==> src/rtl/pwm_pkg.sv <==
// Shared definitions for the servo PWM decoder and the PWM generator.
package pwm_pkg;

    typedef enum logic [1:0] {
        ST_ACQUIRE = 2'd0,
        ST_HIGH    = 2'd1,
        ST_LOW     = 2'd2
    } pwm_state_e;

    // Nominal frame length of the generator (20 ms at 50 MHz).
    localparam int unsigned PWM_PERIOD_CYCLES = 1000000;
    // Accepted high-width window (0.5 ms .. 2.5 ms at 50 MHz).
    localparam int unsigned PWM_MIN_PULSE     = 25000;
    localparam int unsigned PWM_MAX_PULSE     = 125000;
    // Loss-of-signal timeout (22 ms at 50 MHz).
    localparam int unsigned PWM_MAX_PERIOD    = 1100000;

    function automatic logic pulse_in_range(input logic [31:0] width,
                                            input logic [31:0] lo,
                                            input logic [31:0] hi);
        return (width >= lo) && (width <= hi);
    endfunction

endpackage

==> src/rtl/pwm_decoder_input_filter.sv <==
// Two-flop synchronizer followed by a persistence filter. The filtered level
// flips only after the synchronized input has disagreed with it for
// FILTER_LEN consecutive cycles, so both polarities see the same delay.
// rise_o/fall_o are asserted in the cycle before level_o changes.
// low_ok_o reports that the synchronized input is genuinely low (the
// synchronizer has been refilled with pin samples since reset).
module pwm_input_filter
#(
    parameter int unsigned FILTER_LEN = 4
) (
    input  logic clk,
    input  logic reset,
    input  logic pwm_in,
    output logic level_o,
    output logic rise_o,
    output logic fall_o,
    output logic low_ok_o
);

    localparam logic [7:0] FCNT_LAST = 8'(FILTER_LEN - 1);

    logic       sync1_q, sync1_d;
    logic       sync2_q, sync2_d;
    logic       level_q, level_d;
    logic [7:0] fcnt_q,  fcnt_d;
    logic [1:0] prime_q, prime_d;
    logic       flip;

    // Next-state for synchronizer, persistence counter and filtered level.
    always_comb begin
        sync1_d = pwm_in;
        sync2_d = sync1_q;
        prime_d = {prime_q[0], 1'b1};
        flip    = 1'b0;
        fcnt_d  = 8'd0;
        if (sync2_q != level_q) begin
            if (fcnt_q == FCNT_LAST) begin
                flip = 1'b1;
            end else begin
                fcnt_d = fcnt_q + 8'd1;
            end
        end
        level_d = level_q ^ flip;
    end

    // State registers with synchronous reset.
    always_ff @(posedge clk) begin
        if (reset) begin
            sync1_q <= 1'b0;
            sync2_q <= 1'b0;
            level_q <= 1'b0;
            fcnt_q  <= 8'd0;
            prime_q <= 2'b00;
        end else begin
            sync1_q <= sync1_d;
            sync2_q <= sync2_d;
            level_q <= level_d;
            fcnt_q  <= fcnt_d;
            prime_q <= prime_d;
        end
    end

    assign level_o  = level_q;
    assign rise_o   = flip & ~level_q;
    assign fall_o   = flip &  level_q;
    assign low_ok_o = prime_q[1] & ~level_q & ~sync2_q;

endmodule

==> src/rtl/pwm_decoder.sv <==
// Servo-style PWM decoder: measures high width and rise-to-rise period of a
// filtered input and reports accepted measurements, range errors and loss of
// signal.
//
//   state      | meaning
//   -----------+---------------------------------------------------------
//   ST_ACQUIRE | no lock; wait for a clean rising edge (partial pulse dropped)
//   ST_HIGH    | input high, counting width since the last rise
//   ST_LOW     | input low, width latched, counting toward the next rise
module pwm_decoder
    import pwm_pkg::*;
#(
    parameter int unsigned MAX_PERIOD = PWM_MAX_PERIOD,
    parameter int unsigned MIN_PULSE  = PWM_MIN_PULSE,
    parameter int unsigned MAX_PULSE  = PWM_MAX_PULSE,
    parameter int unsigned FILTER_LEN = 4
) (
    input  logic        clk,
    input  logic        reset,
    input  logic        pwm_in,
    output logic [31:0] duty,
    output logic [31:0] period,
    output logic        valid,
    output logic        signal_lost,
    output logic        range_err
);

    localparam logic [31:0] MAX_PER_C = 32'(MAX_PERIOD);
    localparam logic [31:0] MIN_PUL_C = 32'(MIN_PULSE);
    localparam logic [31:0] MAX_PUL_C = 32'(MAX_PULSE);

    logic level, rise, fall, low_ok;

    pwm_input_filter #(
        .FILTER_LEN (FILTER_LEN)
    ) u_filter (
        .clk      (clk),
        .reset    (reset),
        .pwm_in   (pwm_in),
        .level_o  (level),
        .rise_o   (rise),
        .fall_o   (fall),
        .low_ok_o (low_ok)
    );

    pwm_state_e  state_q, state_d;
    logic [31:0] cnt_q, cnt_d;
    logic [31:0] width_q, width_d;
    logic [31:0] duty_q, duty_d;
    logic [31:0] period_q, period_d;
    logic        valid_q, valid_d;
    logic        range_err_q, range_err_d;
    logic        lost_q, lost_d;
    logic        armed_q, armed_d;
    logic        timeout;

    // Next-state, saturating rise-to-rise counter and measurement capture.
    always_comb begin
        state_d     = state_q;
        width_d     = width_q;
        duty_d      = duty_q;
        period_d    = period_q;
        valid_d     = 1'b0;
        range_err_d = 1'b0;
        lost_d      = lost_q;
        armed_d     = 1'b0;
        timeout     = (cnt_q == MAX_PER_C) && !rise && !fall;

        if (rise) begin
            cnt_d = 32'd1;
        end else if (cnt_q >= MAX_PER_C) begin
            cnt_d = MAX_PER_C;
        end else begin
            cnt_d = cnt_q + 32'd1;
        end

        case (state_q)
            ST_ACQUIRE: begin
                // A rise counts only once the input has been seen low here,
                // so a pulse already in progress is never measured.
                if (rise && armed_q) begin
                    state_d = ST_HIGH;
                end else begin
                    armed_d = armed_q | low_ok;
                end
            end
            ST_HIGH: begin
                if (fall) begin
                    width_d = cnt_q;
                    state_d = ST_LOW;
                end else if (timeout) begin
                    lost_d  = 1'b1;
                    state_d = ST_ACQUIRE;
                end
            end
            ST_LOW: begin
                if (rise) begin
                    state_d = ST_HIGH;
                    if (pulse_in_range(width_q, MIN_PUL_C, MAX_PUL_C)) begin
                        valid_d  = 1'b1;
                        duty_d   = width_q;
                        period_d = cnt_q;
                        lost_d   = 1'b0;
                    end else begin
                        range_err_d = 1'b1;
                    end
                end else if (timeout) begin
                    lost_d  = 1'b1;
                    state_d = ST_ACQUIRE;
                end
            end
            default: begin
                state_d = ST_ACQUIRE;
            end
        endcase
    end

    // State and output registers with synchronous reset.
    always_ff @(posedge clk) begin
        if (reset) begin
            state_q     <= ST_ACQUIRE;
            cnt_q       <= 32'd0;
            width_q     <= 32'd0;
            duty_q      <= 32'd0;
            period_q    <= 32'd0;
            valid_q     <= 1'b0;
            range_err_q <= 1'b0;
            lost_q      <= 1'b1;
            armed_q     <= 1'b0;
        end else begin
            state_q     <= state_d;
            cnt_q       <= cnt_d;
            width_q     <= width_d;
            duty_q      <= duty_d;
            period_q    <= period_d;
            valid_q     <= valid_d;
            range_err_q <= range_err_d;
            lost_q      <= lost_d;
            armed_q     <= armed_d;
        end
    end

    assign duty        = duty_q;
    assign period      = period_q;
    assign valid       = valid_q;
    assign range_err   = range_err_q;
    assign signal_lost = lost_q;

endmodule

==> config.mk <==
export PLATFORM = sky130hd
export DESIGN_NAME = pwm_decoder
export DESIGN_NICKNAME = d
export VERILOG_FILES = /design/src/rtl/pwm_pkg.sv /design/src/rtl/pwm_decoder_input_filter.sv /design/src/rtl/pwm_decoder.sv
export SDC_FILE = /design/constraint.sdc
export NUM_CORES = 1
export LEC_CHECK = 0
export CORE_AREA = 3 3 111 113
export DETAILED_ROUTE_END_ITERATION = 6
export DIE_AREA = 0 0 114 116
export HOLD_SLACK_MARGIN = 0.03
export PLACE_DENSITY = 0.74
export SLEW_MARGIN = 10
export SYNTH_ARGS = -nofsm -noshare
export SYNTH_HDL_FRONTEND = slang
export SYNTH_SLANG_ARGS = --single-unit
export TNS_END_PERCENT = 1
==> constraint.sdc <==
create_clock -name clk -period 2 [get_ports clk]
set_clock_uncertainty 0.1 [all_clocks]
set_input_delay 0.4 -clock clk [delete_from_list [all_inputs] [get_ports clk]]
set_output_delay 0.4 -clock clk [all_outputs]
set_load 0.02 [all_outputs]
# Word-level counts from Yosys, hierarchy flattened
# Index checks and enable logic that the tools add are counted.
[op_classes]
eq_ne = 8
n_addsub = 2
n_reduce_logical = 16
bitwise_logic = 12
n_lt_le_gt_ge = 3
mux = 17
[op_table]
columns = ["cell", "n"]
rows = [
  ["$add 32x1->32 const B", 1],
  ["$eq 32x21->1 const B", 1],
  ["$ge 32x15->1 const B", 1],
  ["$ge 32x21->1 const B", 1],
  ["$le 32x17->1 const B", 1],
  ["$mux 21", 1],
  ["$reduce_or 3->1", 4],
  ["$mux 1", 10],
  ["$add 8x1->8 const B", 1],
  ["$eq 8x2->1 const B", 1],
  ["$mux 2", 4],
  ["$not 1->1", 6],
  ["$pmux 2 s3", 1],
  ["$reduce_and 3->1", 2],
  ["$and 1x1->1", 4],
  ["$logic_and 1x1->1", 4],
  ["$ne 2x2->1 const B", 2],
  ["$ne 3x3->1 const B", 1],
  ["$eq 2x1->1 const B", 1],
  ["$eq 2x2->1 const B", 1],
  ["$logic_not 1->1", 2],
  ["$logic_not 2->1", 1],
  ["$pmux 1 s2", 1],
  ["$reduce_and 2->1", 1],
  ["other kinds (5)", 5],
]
[word_totals]
in_bits = 3
register_bits = 147

# Depth between registers and ports, before layout
# Gate-level depths: netlist of run 1.
[logic_depth]
depth_word = 10
ltp_mapped = 8

# Modules after synthesis
# From an unflattened synthesis of run 1, not the netlist that was laid out.
[hier_totals]
cells_unflattened = 655
hier_area_um2 = 5725.5
[by_module_without_submodules]
columns = ["module", "cells_each", "area_each_um2", "seq_area_each_um2", "n_inst"]
rows = [
  ["pwm_decoder", 599, 5187.5, 2682.6, 1],
  ["pwm_input_filter", 56, 538.0, 260.2, 1],
]

# Least setup slack after synthesis of run 1
# No wires, ideal clock.
[synth_path]
kind = "register to register"
start = "reg width_q[9]"
end = "reg period_q[1] (netlist: period[1])"
arrival_ps = 1893
setup_ps = 70
t_required_ps = 1830
setup_slack_ps = -64
synth_period_minus_slack_ps = 2064
path_buffers = 1
stages_incl_launch_ff = 7
path_cell_list = "dfxtp_1 or4_1 a311o_1 o2111ai_4 buf_2 o21ai_0 a21oi_1"
[synth_between]
elab_chain_cells = 3
elab_cells_between_ends = 4
classes_between = "2 x order compare; 2 x reduce/logical"
[synth_rtl]
columns = ["item", "line_no", "source"]
rows = [
  ["from (decl)", "pwm_decoder.sv:48", "logic [31:0] width_q, width_d;"],
  ["from (signal assigned)", "pwm_decoder.sv:133", "width_q <= width_d;"],
  ["$ge 32x15->1 or $le 32x17->1 (tied branches)", "pwm_pkg.sv:21", "return (width >= lo) && (width <= hi);"],
  ["$logic_and 1x1->1 *", "pwm_pkg.sv:21", ""],
  ["$reduce_and 3->1 (no line) *", "n/a", ""],
  ["to (signal assigned)", "pwm_decoder.sv:135", "period_q <= period_d;"],
  ["to (decl)", "pwm_decoder.sv:50", "logic [31:0] period_q, period_d;"],
]
# Every way passes the cells marked *; elsewhere a longest branch is shown, timed or not.
# A chain may end at the register's enable or synchronous reset.

# Final worst setup path of run 1
[layout_path]
start = "reg width_q[9]"
end = "reg period_q[25] (netlist: period[25])"
# The elaborated chain is that of the path after synthesis.

==> summary.txt, run 1 <==
outcome = finished with violations
failing checks = setup timing
boundary pin count = 70
initial antenna violation count = 0
Worst EP required = 2.23 ns
Net Sw Frac = 0.210
mean area per synthesized cell = 8.69 sq um
vias = 5068
Synth area leader = dfxtp_1
Worst R2R Path Depth = 6
Detailed Route Iter0 Violations = 413
first-pass GRT wire length = 23400 microns
critical register-to-register path endpoint = period[25]
count leader, synth = dfxtp_1
Gate power share = 0.015
DRT Wirelength = 14200 microns
clock group share of total power = 0.502
Max-Cap Viols = 0
Setup Viol. Count Final = 64
Reg2Reg Launch Point = width_q[9]
vias in the first global route = 4756
net switching power = 0.00130 W
HP Start = reset
CP startpoint kind = register
antenna cells = 0
Vias/cell = 5.64
largest net degree at the start of global routing = 43
Hold Path End = u_filter.prime_q[1]
num rows = 39
f_max = 0.462 GHz
Crit. End Element = register
Post-DP HPWL = 9860 microns
share of layout cells above drive strength 1 = 0.168
clock buffers created by TritonCTS = 17
largest cells by area after synthesis = dfxtp_1 (52%), a21oi_1 (8.7%), nand4_1 (6.7%)
hold path depth = 2
share of the synthesized area in the top cell type = 0.525
clock buffer depth = 2
Clock Sinks = 147
GPL Wtd Cong = 0.925
top_reg_cell synth = dfxtp_1
GRT Total Usage = 0.219
CORE AREA = 0.0114 sq mm
Seq/Total Area, Yosys = 0.525
Post-DRT Antenna Nets = 0
Peak VDD IR = 0.000482 V
Nets = 749
#FFs+latches synth = 147
DR pass1 iterations = 5
wire per inst = 15.8 microns
number of synthesized flops with an enable pin = 0
Starting Density = 0.491
Synth top cells by count = dfxtp_1 (147), a21oi_1 (97), nand2_1 (79)
Cell Pwr Density = 814 mW/mm^2
Pleak = 2.59 nW
Die X = 114 microns
Area Growth Syn to Fin = 35.5%
# placed instances = 867
Hold WC Path Type = primary input to register
die extent in y = 116 microns
Root Buffer = clkbuf_16
Tmin final = 2.16 ns
total grt overflow = 0
clock latency on the worst-skew pair = 0.42 ns
Setup CP Type = register to register
fin. max-slew vios = 0
Remaining DRCs = 0
post-route insts no fill = 899
post-synthesis async set-or-reset flop share = 0
P_int = 0.00488 W
Final Worst Setup Slack = -0.163 ns
r2r setup slk = -0.16 ns
Reg clk slew, reported paths = 0.06 ns
setup bufs post-CTS = 0
crit path max fanout = 10
setup tns final = -5.82 ns
final period utilization = 1.08
RSZ-0062 raised after global routing = yes
fillcell total = 941
CTS Hold Buffers Added = 0
CTS tree = yes
Synth cell types = 43
Sequential Power Share = 0.482
mapped cell area = 0.00561 sq mm
worst slack, placed = -0.232 ns
htree depth = 4
die area = 0.0132 sq mm
CP Data Arrival Time = 2.40 ns
final hold violations = 0
Ys Warns = 0
Post-Synthesis Cells = 645
PortBufs = 69
## placed cells by master, fill, tap and decap left out, drive strengths merged, types with 2 or more instances in the layout
cell type and count:
nor3b 15, dfxtp 147, buf 56, xor2 13
inv 7, ha 3, xnor2 13, clkinv 6
conb 11, nor2 32, clkdlybuf4s50 68, nand3 12
nor4 10, and3 9, nand2 79, nand4 60
clkbuf 19, or4 4, o21ai 57, nor3 7
nor2b 5, clkinvlp 5, a21oi 97, bufinv 2
nand2b 2
## critical path, stage by stage, from the launching register on
cell       delay, ns
dfxtp_2         0.32
or4_1           0.51
a311o_1         0.33
o2111ai_4       0.31
buf_4           0.24
o21ai_1         0.09
a21oi_1         0.17
## per-stage QoR
stage	total power, W	area, sq um	hold slack (ns)	utilization
4_1_cts	0.00622	7490	0.293	0.656
6_report	0.00618	7590	0.319	0.665
3_3_place_gp	0.00313	6870	0.321	0.601
5_1_grt	0.00637	7590	0.333	0.665
2_1_floorplan	0.00310	5670	0.314	-
3_5_place_dp	0.00313	6870	0.334	0.601
## how the worst max path moves through the flow
stage          cells after the start          end  slack, ns                from
6_report                           6   period[25]      -0.16          width_q[9]
5_1_grt                            6   period[21]      -0.24          width_q[9]
4_1_cts                            6   period[25]      -0.15          width_q[9]
3_5_place_dp                       6      duty[8]      -0.23          width_q[0]
3_3_place_gp                       6      duty[2]      -0.11          width_q[8]
2_1_floorplan                      7  width_q[24]      -0.03  u_filter.fcnt_q[4]
## sequential cells by signal (all words and copies together) (netlist names), named ones only
| name | cells |
|---|---|
| signal_lost | 1 |
| armed_q | 1 |
| cnt_q | 32 |
| u_filter.sync1_q | 1 |
| width_q | 32 |
| u_filter.sync2_q | 1 |
| state_q | 2 |
| valid | 1 |
| u_filter.fcnt_q | 8 |
| period | 32 |
| duty | 32 |
| range_err | 1 |
| u_filter.prime_q | 2 |
## area by class of cell
| cell class | instances | area [sq um] | area share |
|---|---|---|---|
| Multi-Input combinational cell | 446 | 2600 | 0.343 |
| Inverter | 7 | 26.3 | 0.00346 |
| Timing Repair Buffer | 124 | 1250 | 0.165 |
| Sequential cell | 147 | 2950 | 0.388 |
| Clock buffer | 19 | 453 | 0.0596 |
| Clock inverter | 13 | 135 | 0.0178 |
| Tap cell | 143 | 179 | 0.0236 |
## routing by layer
metal | part of all wire | vias to the layer above | global-route usage
li1 | - | 2476 | -
met1 | 0.47 | 2428 | 0.298
met2 | 0.47 | 143 | 0.347
met3 | 0.050 | 21 | 0.0554
met4 | 0.015 | 0 | 0.0673
met5 | 0 | - | 0
## power groups by stage
stage               Clock, W  Sequential [W]  Combinational [W]
finish               0.00311         0.00298          0.0000957
global route         0.00329         0.00298           0.000106
CTS                  0.00315         0.00298          0.0000925
detailed placement         0         0.00304          0.0000913
global placement           0         0.00304          0.0000866
floorplan                  0         0.00304          0.0000621
## cells by family (layout without fill, tap and decap cells)
family | after synthesis | count (layout) | synth area share
buffers and inverters | 62 | 163 | 0.0446
flip-flops | 147 | 147 | 0.525
other | 1 | 11 | 0.000669
AO/OA/AOI/OAI | 163 | 163 | 0.155
adder cells (fa/ha/maj) | 3 | 3 | 0.00670
AND/OR/NAND/NOR | 243 | 243 | 0.228
XOR/XNOR | 26 | 26 | 0.0406
## what timing repair did
| action | in CTS | in global routing |
|---|---|---|
| endpoints found under the setup margin | 68 | 107 |
| pin swaps | 5 | 15 |
| gates resized for setup | 23 | 29 |
No activity file was read; power rests on OpenSTA's default activity.
==> run 2: changes to the inputs <==
--- a/config.mk
+++ b/config.mk
@@ -5,6 +5,8 @@
 export SDC_FILE = /design/constraint.sdc
 export NUM_CORES = 1
 export LEC_CHECK = 0
+export ABC_CLOCK_PERIOD_IN_PS = 2000
+export CAP_MARGIN = 15
 export CORE_AREA = 3 3 111 113
 export DETAILED_ROUTE_END_ITERATION = 6
 export DIE_AREA = 0 0 114 116
==> results of run 2 <==
No change in the layout: final DEF, timing and power equal those of run 1.
==> run 3: changes to the inputs <==
--- a/config.mk
+++ b/config.mk
@@ -7,13 +7,15 @@
 export LEC_CHECK = 0
 export ABC_CLOCK_PERIOD_IN_PS = 2000
 export CAP_MARGIN = 15
-export CORE_AREA = 3 3 111 113
+export CORE_AREA = 3 3 112 114
+export CTS_BUF_LIST = sky130_fd_sc_hd__clkbuf_16
 export DETAILED_ROUTE_END_ITERATION = 6
-export DIE_AREA = 0 0 114 116
+export DIE_AREA = 0 0 115 117
 export HOLD_SLACK_MARGIN = 0.03
 export PLACE_DENSITY = 0.74
 export SLEW_MARGIN = 10
 export SYNTH_ARGS = -nofsm -noshare
 export SYNTH_HDL_FRONTEND = slang
+export SYNTH_HIERARCHICAL = 1
 export SYNTH_SLANG_ARGS = --single-unit
 export TNS_END_PERCENT = 1
==> run 3 against run 2 <==
  * The flow still finishes with violations (setup timing)
  * Highest routed layer unchanged
  * Synthesized cell count rose by 1.6%
  * Register-to-register slack got worse by 0.22 ns
  * Worst setup slack lost 0.22 ns
  * Sequential power about the same
==> summary.txt, run 3 <==
Worst-Margin Slew = 0.552 ns
largest cells by area after synthesis = dfxtp_1 (51%), a21oi_1 (8.4%), nand4_1 (6.3%) (was dfxtp_1 (52%), a21oi_1 (8.7%), nand4_1 (6.7%))
share of the synthesized area in the top cell type = 0.514 (was 0.525)
DRT Wirelength = 16000 microns (was 14200 microns)
GRT met2 Usage = 0.397 (was 0.347)
Hold Path End = u_filter/sync2_q (was u_filter.prime_q[1])
clock buffer depth = 2 (unchanged)
Hold WC Path Type = primary input to register (unchanged)
outcome = finished with violations (unchanged)
CP Data Arrival Time = 2.58 ns (was 2.40 ns)
Synth cell types = 45 (was 43)
clock latency on the worst-skew pair = 0.43 ns (was 0.42 ns)
commonest non-fill, non-tap cells in the layout = dfxtp_1 (144), a21oi_1 (91), nand2_1 (80) (was dfxtp_1 (142), a21oi_1 (95), nand2_1 (76))
initial antenna violation count = 0 (unchanged)
Final Worst Setup Slack = -0.381 ns (was -0.163 ns)
number of synthesized flops with an enable pin = 0 (unchanged)
final hold violations = 0 (unchanged)
grt peak-use layer = met2 (unchanged)
GPL Wtd Cong = 0.932 (was 0.925)
Vias/cell = 5.73 (was 5.64)
Remaining DRCs = 0 (unchanged)
Clock Sinks = 147 (unchanged)
Ys Warns = 6 (was 0)
hold path depth = 2 (unchanged)
failing checks = setup timing (unchanged)
Max-Cap Viols = 0 (unchanged)
CORE AREA = 0.0115 sq mm (was 0.0114 sq mm)
Setup Viol. Count Final = 100 (was 64)
boundary pin count = 70 (unchanged)
RSZ-0062 raised after global routing = yes (unchanged)
Detailed Route Iter0 Violations = 403 (was 413)
r2r setup slk = -0.38 ns (was -0.16 ns)
start point of the critical path = u_filter/fcnt_q[0] (was width_q[9])
final period utilization = 1.19 (was 1.08)
Worst EP required = 2.20 ns (was 2.23 ns)
die area = 0.0135 sq mm (was 0.0132 sq mm)
Slew headroom = 0.632
Worst R2R Path Depth = 11 (was 6)
post-synthesis async set-or-reset flop share = 0 (unchanged)
most common cell after layout, fill and taps aside = dfxtp_1 (unchanged)
PortBufs = 69 (unchanged)
Post-Synthesis Cells = 655 (was 645)
antenna cells = 0 (unchanged)
critical register-to-register path endpoint = period[21] (was period[25])
register area = 0.00295 sq mm (about the same)
area taken by multi-input logic gates = 0.00279 sq mm (was 0.00260 sq mm)
vias = 5302 (was 5068)
num rows = 39 (unchanged)
Reg2Reg Launch Point = u_filter/fcnt_q[0] (was width_q[9])
Seq/Total Area, Yosys = 0.514 (was 0.525)
share of layout cells above drive strength 1 = 0.225 (was 0.168)
worst slack, placed = -0.349 ns (was -0.232 ns)
GRT Total Usage = 0.236 (was 0.219)
f_max = 0.420 GHz (was 0.462 GHz)
first-pass GRT wire length = 25200 microns (was 23400 microns)
htree depth = 4 (unchanged)
Crit. End Element = register (unchanged)
Synth area leader = dfxtp_1 (unchanged)
Synth top cells by count = dfxtp_1 (147), a21oi_1 (96), nand2_1 (81) (was dfxtp_1 (147), a21oi_1 (97), nand2_1 (79))
Post-DRT Antenna Nets = 0 (unchanged)
die extent in y = 117 microns (was 116 microns)
largest net degree at the start of global routing = 89 (was 43)
DR pass1 iterations = 5 (unchanged)
met1 Usage GRT = 0.284 (was 0.298)
mapped cell area = 0.00573 sq mm (was 0.00561 sq mm)
Die X = 115 microns (was 114 microns)
crit path max fanout = 5 (was 10)
Post-DP HPWL = 9710 microns (was 9860 microns)
CP startpoint kind = register (unchanged)
GR Util met3 = 0.0674 (was 0.0554)
Pleak = 2.75 nW (was 2.59 nW)
CTS tree = yes (unchanged)
Peak VDD IR = 0.000574 V (was 0.000482 V)
setup tns final = -27.37 ns (was -5.82 ns)
Cell Pwr Density = 779 mW/mm^2 (was 814 mW/mm^2)
mean area per synthesized cell = 8.74 sq um (was 8.69 sq um)
count leader, synth = dfxtp_1 (unchanged)
wire per inst = 17.3 microns (was 15.8 microns)
Starting Density = 0.497 (was 0.491)
#FFs+latches synth = 147 (unchanged)
Hold Slack = 0.309 ns (was 0.319 ns)
vias in the first global route = 5119 (was 4756)
Setup CP Type = register to register (unchanged)
Root Buffer = clkbuf_16 (unchanged)
Area Growth Syn to Fin = 39.5% (was 35.5%)
Reg clk slew, reported paths = 0.06 ns (about the same)
fillcell total = 853 (was 941)
fin. max-slew vios = 0 (unchanged)
CTS Hold Buffers Added = 0 (unchanged)
total grt overflow = 0 (unchanged)
Nets = 776 (was 749)
clock buffers created by TritonCTS = 17 (unchanged)
top_reg_cell synth = dfxtp_1 (unchanged)
Tmin final = 2.38 ns (was 2.16 ns)
HP Start = reset (unchanged)
==> run 3: changes by cell type in the layout (fill, tap and decap cells not counted), moves of 5 or more <==
| cell | before | now |
|---|---|---|
| buf_4 | 42 | 57 |
| o21ai_2 | 4 | 35 |
| o21ai_0 | 33 | 7 |
| nor2_1 | 30 | 25 |
| nor3b_2 | 6 | 1 |
| o21ai_1 | 20 | 12 |
| or3_1 | 1 | 6 |
| nor3b_1 | 9 | 16 |
==> run 3: cell type report <==
| class | instances | area share |
|---|---|---|
| repair buffers | 144 | 0.182 |
| well taps | 143 | 0.0224 |
| multi-input cells | 451 | 0.349 |
| clock inverters | 15 | 0.0197 |
| flip-flops and latches | 147 | 0.369 |
| inverters | 9 | 0.00423 |
| clock buffers | 17 | 0.0533 |
==> run 3: cells by family after synthesis <==
family	share of synthesized area
multiplexers	0.00175
flip-flops	0.514
XOR/XNOR	0.0352
buffers and inverters	0.0568
AO/OA/AOI/OAI	0.153
AND/OR/NAND/NOR	0.233
adder cells (fa/ha/maj)	0.00656
other	0.000655
==> run 3: layer usage <==
layer  up-vias  wire, microns  part of all wire
li1       2556              -                 -
met5         -              0                 0
met3        33           1030             0.064
met1      2515           6580              0.41
met2       198           8060              0.50
met4         0            333             0.021
==> run 3: per-stage QoR <==
| stage | util | std cells | total power (W) | instance area [sq um] |
|---|---|---|---|---|
| after floorplan | - | 665 | 0.00309 | 5810 |
| after global placement | 0.607 | 885 | 0.00313 | 6990 |
| after detailed placement | 0.607 | 885 | 0.00314 | 6990 |
| after CTS | 0.679 | 925 | 0.00625 | 7820 |
| after global routing | 0.694 | 926 | 0.00639 | 7990 |
| final | 0.694 | 926 | 0.00622 | 7990 |
==> run 3: report_power, final <==
part	leakage, nW	switching [W]	internal, W
clock	0.278	0.00129	0.00184
sequential	1.19	0.0000216	0.00295
combinational	1.27	0.0000702	0.0000362
total	2.75	0.00139	0.00483
==> run 3: worst max path at each step <==
stage	to	slack [ns]	depth (start not counted)
5_1_grt	period[6]	-0.57	11
4_1_cts	width_q[25]	-0.28	11
3_5_place_dp	duty[6]	-0.35	10
3_3_place_gp	duty[8]	-0.23	10
2_1_floorplan	duty[10]	-0.31	10
6_report	period[21]	-0.38	11
==> run 3: worst max-delay path, stage by stage, from the launching register on <==
cell	delay, ns
dfxtp_2	0.35
ha_4	0.14
nor4b_4	0.19
nand2_1	0.12
nor3b_2	0.27
inv_2	0.08
nor3b_4	0.20
nand4b_1	0.19
buf_6	0.22
clkbuf_16	0.18
o21ai_2	0.14
a21oi_2	0.07
==> run 3: timing repair <==
item / 4_1_cts / 5_1_grt
buffers inserted: 5 / 0
gates resized for setup: 86 / 36
cloned: 3 / 2
pin swaps: 6 / 6
endpoints found under the setup margin: 101 / 121
==> RTL change 1, RTL diff (settings of run 2) <==
The 3 states of `pwm_state_e` get a one-hot encoding in 3 bits.
--- a/src/rtl/pwm_pkg.sv
+++ b/src/rtl/pwm_pkg.sv
@@ -2,8 +2,8 @@
 package pwm_pkg;
 
-    typedef enum logic [1:0] {
-        ST_ACQUIRE = 2'd0,
-        ST_HIGH    = 2'd1,
-        ST_LOW     = 2'd2
+    typedef enum logic [2:0] {
+        ST_ACQUIRE = 3'b001,
+        ST_HIGH    = 3'b010,
+        ST_LOW     = 3'b100
     } pwm_state_e;
 
Formal check against the unedited RTL: no difference found for any inputs over 10 cycles, from zero or initial values and one cycle with reset high; not proved beyond that.
==> RTL change 1 against run 2 <==
The flow still finishes with violations (negative setup slack); setup slack lost 39 ps; clock power is 17% higher; power up 8.9%; routed wire length is 5.4% higher; sequential cell count is 1 higher; hold slack worse by 110 ps; synthesized area grew 2.1%; via count grew 1.5%; design area rose by 2.5%.
==> RTL change 1: results (changes against run 2) <==
Global routing:
- The all-layer global routing usage is 0.2390 (+0.01972).
- The number of global-route vias before repair was 5070 (+6.6%).
- The number of antenna violations at the first check in global routing came to 0 (unchanged).
- The global-route wire length before repair came to 25190 um (+7.8%).
- The maximum number of pins on one net before global-route repair is 57 (+33%).

Synth:
- The async set-reset flop share out of synthesis is 0 (unchanged).
- The adder-cell share of the synthesized area came to 0.006556 (-0.0001390).
- The share of the yosys chip area belonging to registers is 0.5175 (-0.007400).
- The number of instances in the synthesized netlist is 647 (+0.31%).
- Ranked by instance count, the synthesized netlist is headed by 148 x sky130_fd_sc_hd__dfxtp_1, 95 x sky130_fd_sc_hd__a21oi_1, 75 x sky130_fd_sc_hd__nand2_1.
- The count of distinct cell types in the synthesized netlist is 49 (+14%).
- The mux share of post-synthesis cell area is 0.001967 (+0.001967).
- The dominant synthesized flop cell is sky130_fd_sc_hd__dfxtp_1.
- By area the synthesized netlist is led by sky130_fd_sc_hd__dfxtp_1 52%, sky130_fd_sc_hd__a21oi_1 8.3%, sky130_fd_sc_hd__nand4_1 6.1%.
- The share of the synthesized area in compound gates (AO/OA/AOI/OAI) is 0.1495 (-0.005177).
- The number of warnings issued by yosys is 0 (unchanged).
- The share of the synthesized netlist area taken by xor and xnor gates was 0.03824 (-0.002373).

Critical path:
- The top fanout value on the critical path is 14 (+4).
- The cell family contributing the most delay on the critical path is simple AND/OR/NAND/NOR gates.
- The endpoint arrival time on the critical path is 2450 ps (+50 ps).
- Among all stages on the critical path, the largest delay is contributed by sky130_fd_sc_hd__or4_1.

STA:
- The setup-violating endpoint count in the final report is 70 (+9.4%).
- The worst slack on hold paths is 205.9 ps (-113.6 ps).
- The accumulated negative setup slack is -9680 ps (-3865 ps).
- The final worst-path setup slack is -202.0 ps (-38.71 ps).

Clocking:
- The root buffer cell chosen for the clock tree is sky130_fd_sc_hd__clkbuf_16.
- The buffer depth of the longest clock path is 2 (unchanged).
- The clock insertion delay at the later pin of the skew report came to 420 ps (about the same).
- The number of levels the H-tree was split into is 4 (unchanged).
- The number of buffers added by the clock tree synthesis step is 17 (unchanged).

Detailed routing:
- The wire length per cell after detailed routing came to 16.56 um (+4.8%).
- The aggregate routed wire length is 14970 um (+5.4%).
- The count of routing violations after the opening detailed-route iteration is 436 (+5.6%).
- The via density per instance was 5.691 (+0.96%).

Final layout:
- The number of nets in the layout is 755 (+0.80%).
- The fraction of final layout cells sized beyond drive strength 1 is 0.1695 (+0.001524).

Power:
- The worst IR drop on VDD is 0.0006218 V (+29%).
- The leakage dissipation was 2.723 nW (+5.3%).

Placement:
- The weighted congestion at the end of routability-driven global placement is 0.8923 (-3.5%).
- The placed wire-length estimate is 10060 um (+2.0%).
- The standard cell area after detailed placement is 0.006903 mm^2 (+0.53%).
- The number of placed instances with taps included is 868 (+0.12%).
- The post-placement worst setup slack was -419.1 ps (-187.0 ps).

Outcome:
- The flow ran to the end, but the final reports show violations.
- The checks that failed: negative setup slack.
[RTL change 1: metal layers]
metal	vias up	wire, um	GRT usage
li1	2477	-	-
met1	2481	6397	0.2990
met2	149	7235	0.3884
met3	38	892	0.05640
met4	0	448	0.1188
met5	-	0	0
[RTL change 1: where the power goes]
part	switching, mW	leakage, nW	internal, mW	total, mW
Clock	1.18	0.332	2.46	3.64
Combinational	0.0621	1.19	0.0260	0.0881
Sequential	0.0262	1.20	2.98	3.00
Total	1.27	2.72	5.46	6.73
[RTL change 1: what timing repair did]
| action | CTS | global route |
|---|---|---|
| resized for setup | 19 | 10 |
| cloned | 1 | 0 |
| buffers inserted | 4 | 0 |
| endpoints found under the setup margin | 118 | 117 |
| pin swaps | 16 | 0 |
[RTL change 1: worst paths after layout]
check	cells past startpoint	endpoint	from
worst max-delay path	8	duty[19]	width_q[10]
worst min register to register	2	width_q[18]	width_q[18]
worst max register to register	8	duty[19]	width_q[10]
worst min-delay path	2	period[1]	reset
[RTL change 1: logic make-up (layout without fill, tap and decap cells)]
logic type,after synthesis,after routing
other,1,11
multiplexers,1,1
adder cells (fa/ha/maj),3,3
AND/OR/NAND/NOR,246,246
flip-flops,148,148
AO/OA/AOI/OAI,160,160
XOR/XNOR,25,25
buffers and inverters,63,167
[RTL change 1: area by class of cell]
cell class	count	area (um^2)
inverters	8	30.03
fillers	884	3635
flip-flops and latches	148	2968
well taps	143	178.9
clock inverters	9	197.7
multi-input cells	446	2631
clock buffers	22	484.2
repair buffers	128	1294
==> RTL change 2, RTL diff (settings of run 2) <==
Made on the original files. Change the package constant `PWM_MAX_PULSE` from 125000 to 65536.
--- a/src/rtl/pwm_pkg.sv
+++ b/src/rtl/pwm_pkg.sv
@@ -12,5 +12,5 @@
     // Accepted high-width window (0.5 ms .. 2.5 ms at 50 MHz).
     localparam int unsigned PWM_MIN_PULSE     = 25000;
-    localparam int unsigned PWM_MAX_PULSE     = 125000;
+    localparam int unsigned PWM_MAX_PULSE     = 65536;
     // Loss-of-signal timeout (22 ms at 50 MHz).
     localparam int unsigned PWM_MAX_PERIOD    = 1100000;
Function: no difference found for any inputs over 10 cycles, from zero or initial values and one cycle with reset high; that may be too few to reach the edited logic, so the function may still have changed.
==> RTL change 2 against run 2 <==
The flow still finishes with violations (negative setup slack); critical endpoint is now period[19]; design area grew 1.6%; power shrank 3.2%; setup slack lost 190 ps; sequential cell count unchanged; global-route usage fell by 0.31 points; synthesized area decreased by 0.22%; largest power group is now registers; routed wire length shrank 4.2%; combinational power up 62%.
==> RTL change 2: results (changes against run 2) <==
Detailed routing:
- The wire length per cell after detailed routing came to 15.36 um (-2.8%).
- The via count is 4568 (-9.9%).
- The count of routing violations after the opening detailed-route iteration came to 262 (-37%).
- The number of iterations in the first detailed-routing pass was 4 (-1).

STA:
- The final worst-path setup slack is -356.6 ps (-193.2 ps).
- The accumulated negative setup slack is -19840 ps (-14030 ps).
- The number of hold violations in the final report is 0 (unchanged).
- The setup-violating endpoint count in the final report was 67 (+4.7%).

Outcome:
- The final reports fail on negative setup slack.
- The flow ran to the end, but the final reports show violations.

Placement:
- The standard cell area after detailed placement is 0.006999 mm^2 (+1.9%).
- The port buffer count came to 69 (unchanged).
- The post-placement worst setup slack is -487.0 ps (-254.8 ps).
- The number of placed instances with taps included is 849 (-2.1%).
- The placed wire-length estimate came to 8938 um (-9.4%).
- The weighted congestion at the end of routability-driven global placement is 0.9116 (-1.4%).

Final layout:
- The number of fill cells in the layout is 869 (-7.7%).
- The diode insertion count for antenna repair is 0 (unchanged).
- The number of nets in the layout was 736 (-1.7%).
- The fraction of final layout cells sized beyond drive strength 1 was 0.1763 (+0.008323).
- The number of non-filler instances in the completed layout is 886 (-1.4%).
- The core occupancy in the finished layout is 0.6758 (+0.01063).

Global routing:
- The maximum number of pins on one net before global-route repair is 45 (+4.7%).
- The number of global-route vias before repair is 4653 (-2.2%).
- The number of antenna violations at the first check in global routing is 0 (unchanged).
- The all-layer global routing usage came to 0.2162 (-0.003122).
- The global-route wire length before repair is 22650 um (-3.1%).

Synth:
- The number of enable-type register cells in the synthesized netlist is 0 (unchanged).
- The count of distinct cell types in the synthesized netlist came to 45 (+4.7%).
- The number of instances in the synthesized netlist is 584 (-9.5%).
- The async set-reset flop share out of synthesis was 0 (unchanged).
- The number of warnings issued by yosys is 0 (unchanged).
- The commonest cells after synthesis are 147 x sky130_fd_sc_hd__dfxtp_1, 111 x sky130_fd_sc_hd__nand2_1, 81 x sky130_fd_sc_hd__mux2i_1.
- The dominant synthesized flop cell is sky130_fd_sc_hd__dfxtp_1.
- In the post-synthesis netlist, the biggest area contributors are sky130_fd_sc_hd__dfxtp_1 53%, sky130_fd_sc_hd__mux2i_1 14%, sky130_fd_sc_hd__nand2_1 7.4%.
- The share of the yosys chip area belonging to registers is 0.5261 (+0.001174).

Clocking:
- The number of levels the H-tree was split into is 4 (unchanged).
- The number of buffers added by the clock tree synthesis step was 17 (unchanged).
- The buffer depth of the longest clock path is 2 (unchanged).
- The clock-pin slew on the worst setup and hold paths is 60 ps (about the same).
- The clock root buffer is sky130_fd_sc_hd__clkbuf_16.
- The clock insertion delay at the later pin of the skew report came to 420 ps (about the same).

Power:
- The worst IR drop on VDD is 0.0004773 V (-0.89%).
- The leakage dissipation is 2.870 nW (+11%).

Critical path:
- The endpoint arrival time on the critical path is 2590 ps (+190 ps).
- The top fanout value on the critical path is 15 (+5).

Hold path:
- In this run the worst hold path is classified as register to register.
==> RTL change 2: cell count changes in the layout (fill, tap and decap cells not counted), moves of 9 or more <==
cell,run 2,this run
sky130_fd_sc_hd__a21oi_1,95,13
sky130_fd_sc_hd__mux2i_1,0,81
sky130_fd_sc_hd__nand4_1,60,7
sky130_fd_sc_hd__nand2_1,76,111
sky130_fd_sc_hd__nor2_1,30,60
sky130_fd_sc_hd__o21ai_0,33,4
sky130_fd_sc_hd__buf_4,42,70
sky130_fd_sc_hd__o21ai_1,20,0
sky130_fd_sc_hd__and3_1,8,17
sky130_fd_sc_hd__nor3b_1,9,0
==> RTL change 2: final timing paths <==
kind                    startpoint               end  slack, ps  cells after the start
setup / recovery        width_q[0]        period[19]       -360                      7
hold reg to reg   u_filter.sync1_q  u_filter.sync2_q        340                      1
setup reg to reg        width_q[0]        period[19]       -360                      7
hold / removal    u_filter.sync1_q  u_filter.sync2_q        340                      1
==> RTL change 2: repair_timing <==
item                                    in CTS  in global routing
gates resized for setup                     15                 11
endpoints found under the setup margin      88                117
gates cloned                                 2                  0
hold endpoints to repair                     0                  0
setup buffers                                2                  1
pin swaps                                    2                  7
==> RTL change 2: area by class of cell <==
cell class | count | area share
Tap cell | 143 | 0.02319
Timing Repair Buffer | 150 | 0.1858
Clock buffer | 21 | 0.05967
Clock inverter | 11 | 0.01054
Multi-Input combinational cell | 409 | 0.3368
Sequential cell | 147 | 0.3815
Inverter | 5 | 0.002432
==> RTL change 2: cell families (layout without fill, tap and decap cells) <==
family          Yosys count  in the layout  synth area share
buf+inv                  38            187           0.03176
xor+xnor                 26             26           0.04071
other cells               1             11         0.0006703
simple gates            259            259            0.2132
fa+ha+maj                 3              3          0.006711
flops                   147            147            0.5261
mux                      81             81            0.1449
compound gates           29             29           0.03601
==> RTL change 2: report_power, final <==
part / switching (mW) / total, mW / leakage (nW) / internal, mW
clock: 1.21 / 2.86 / 0.248 / 1.65
combinational: 0.0962 / 0.155 / 1.43 / 0.0584
sequential: 0.0151 / 2.97 / 1.19 / 2.96
==> RTL change 2: critical path, cell delays in order, from the launching register on <==
cell and delay (ps):
sky130_fd_sc_hd__dfxtp_2 320, sky130_fd_sc_hd__or4b_4 530, sky130_fd_sc_hd__nor3_2 120, sky130_fd_sc_hd__nand4_1 210
sky130_fd_sc_hd__a2111oi_4 390, sky130_fd_sc_hd__buf_6 200, sky130_fd_sc_hd__buf_12 170, sky130_fd_sc_hd__mux2i_1 230
==> RTL change 2: metal layers <==
layer | GRT usage | vias to the layer above | wire length (um)
li1 | - | 2265 | -
met1 | 0.2695 | 2131 | 6001
met2 | 0.3591 | 149 | 6534
met3 | 0.06057 | 23 | 781
met4 | 0.07918 | 0 | 289
met5 | 0 | - | 0
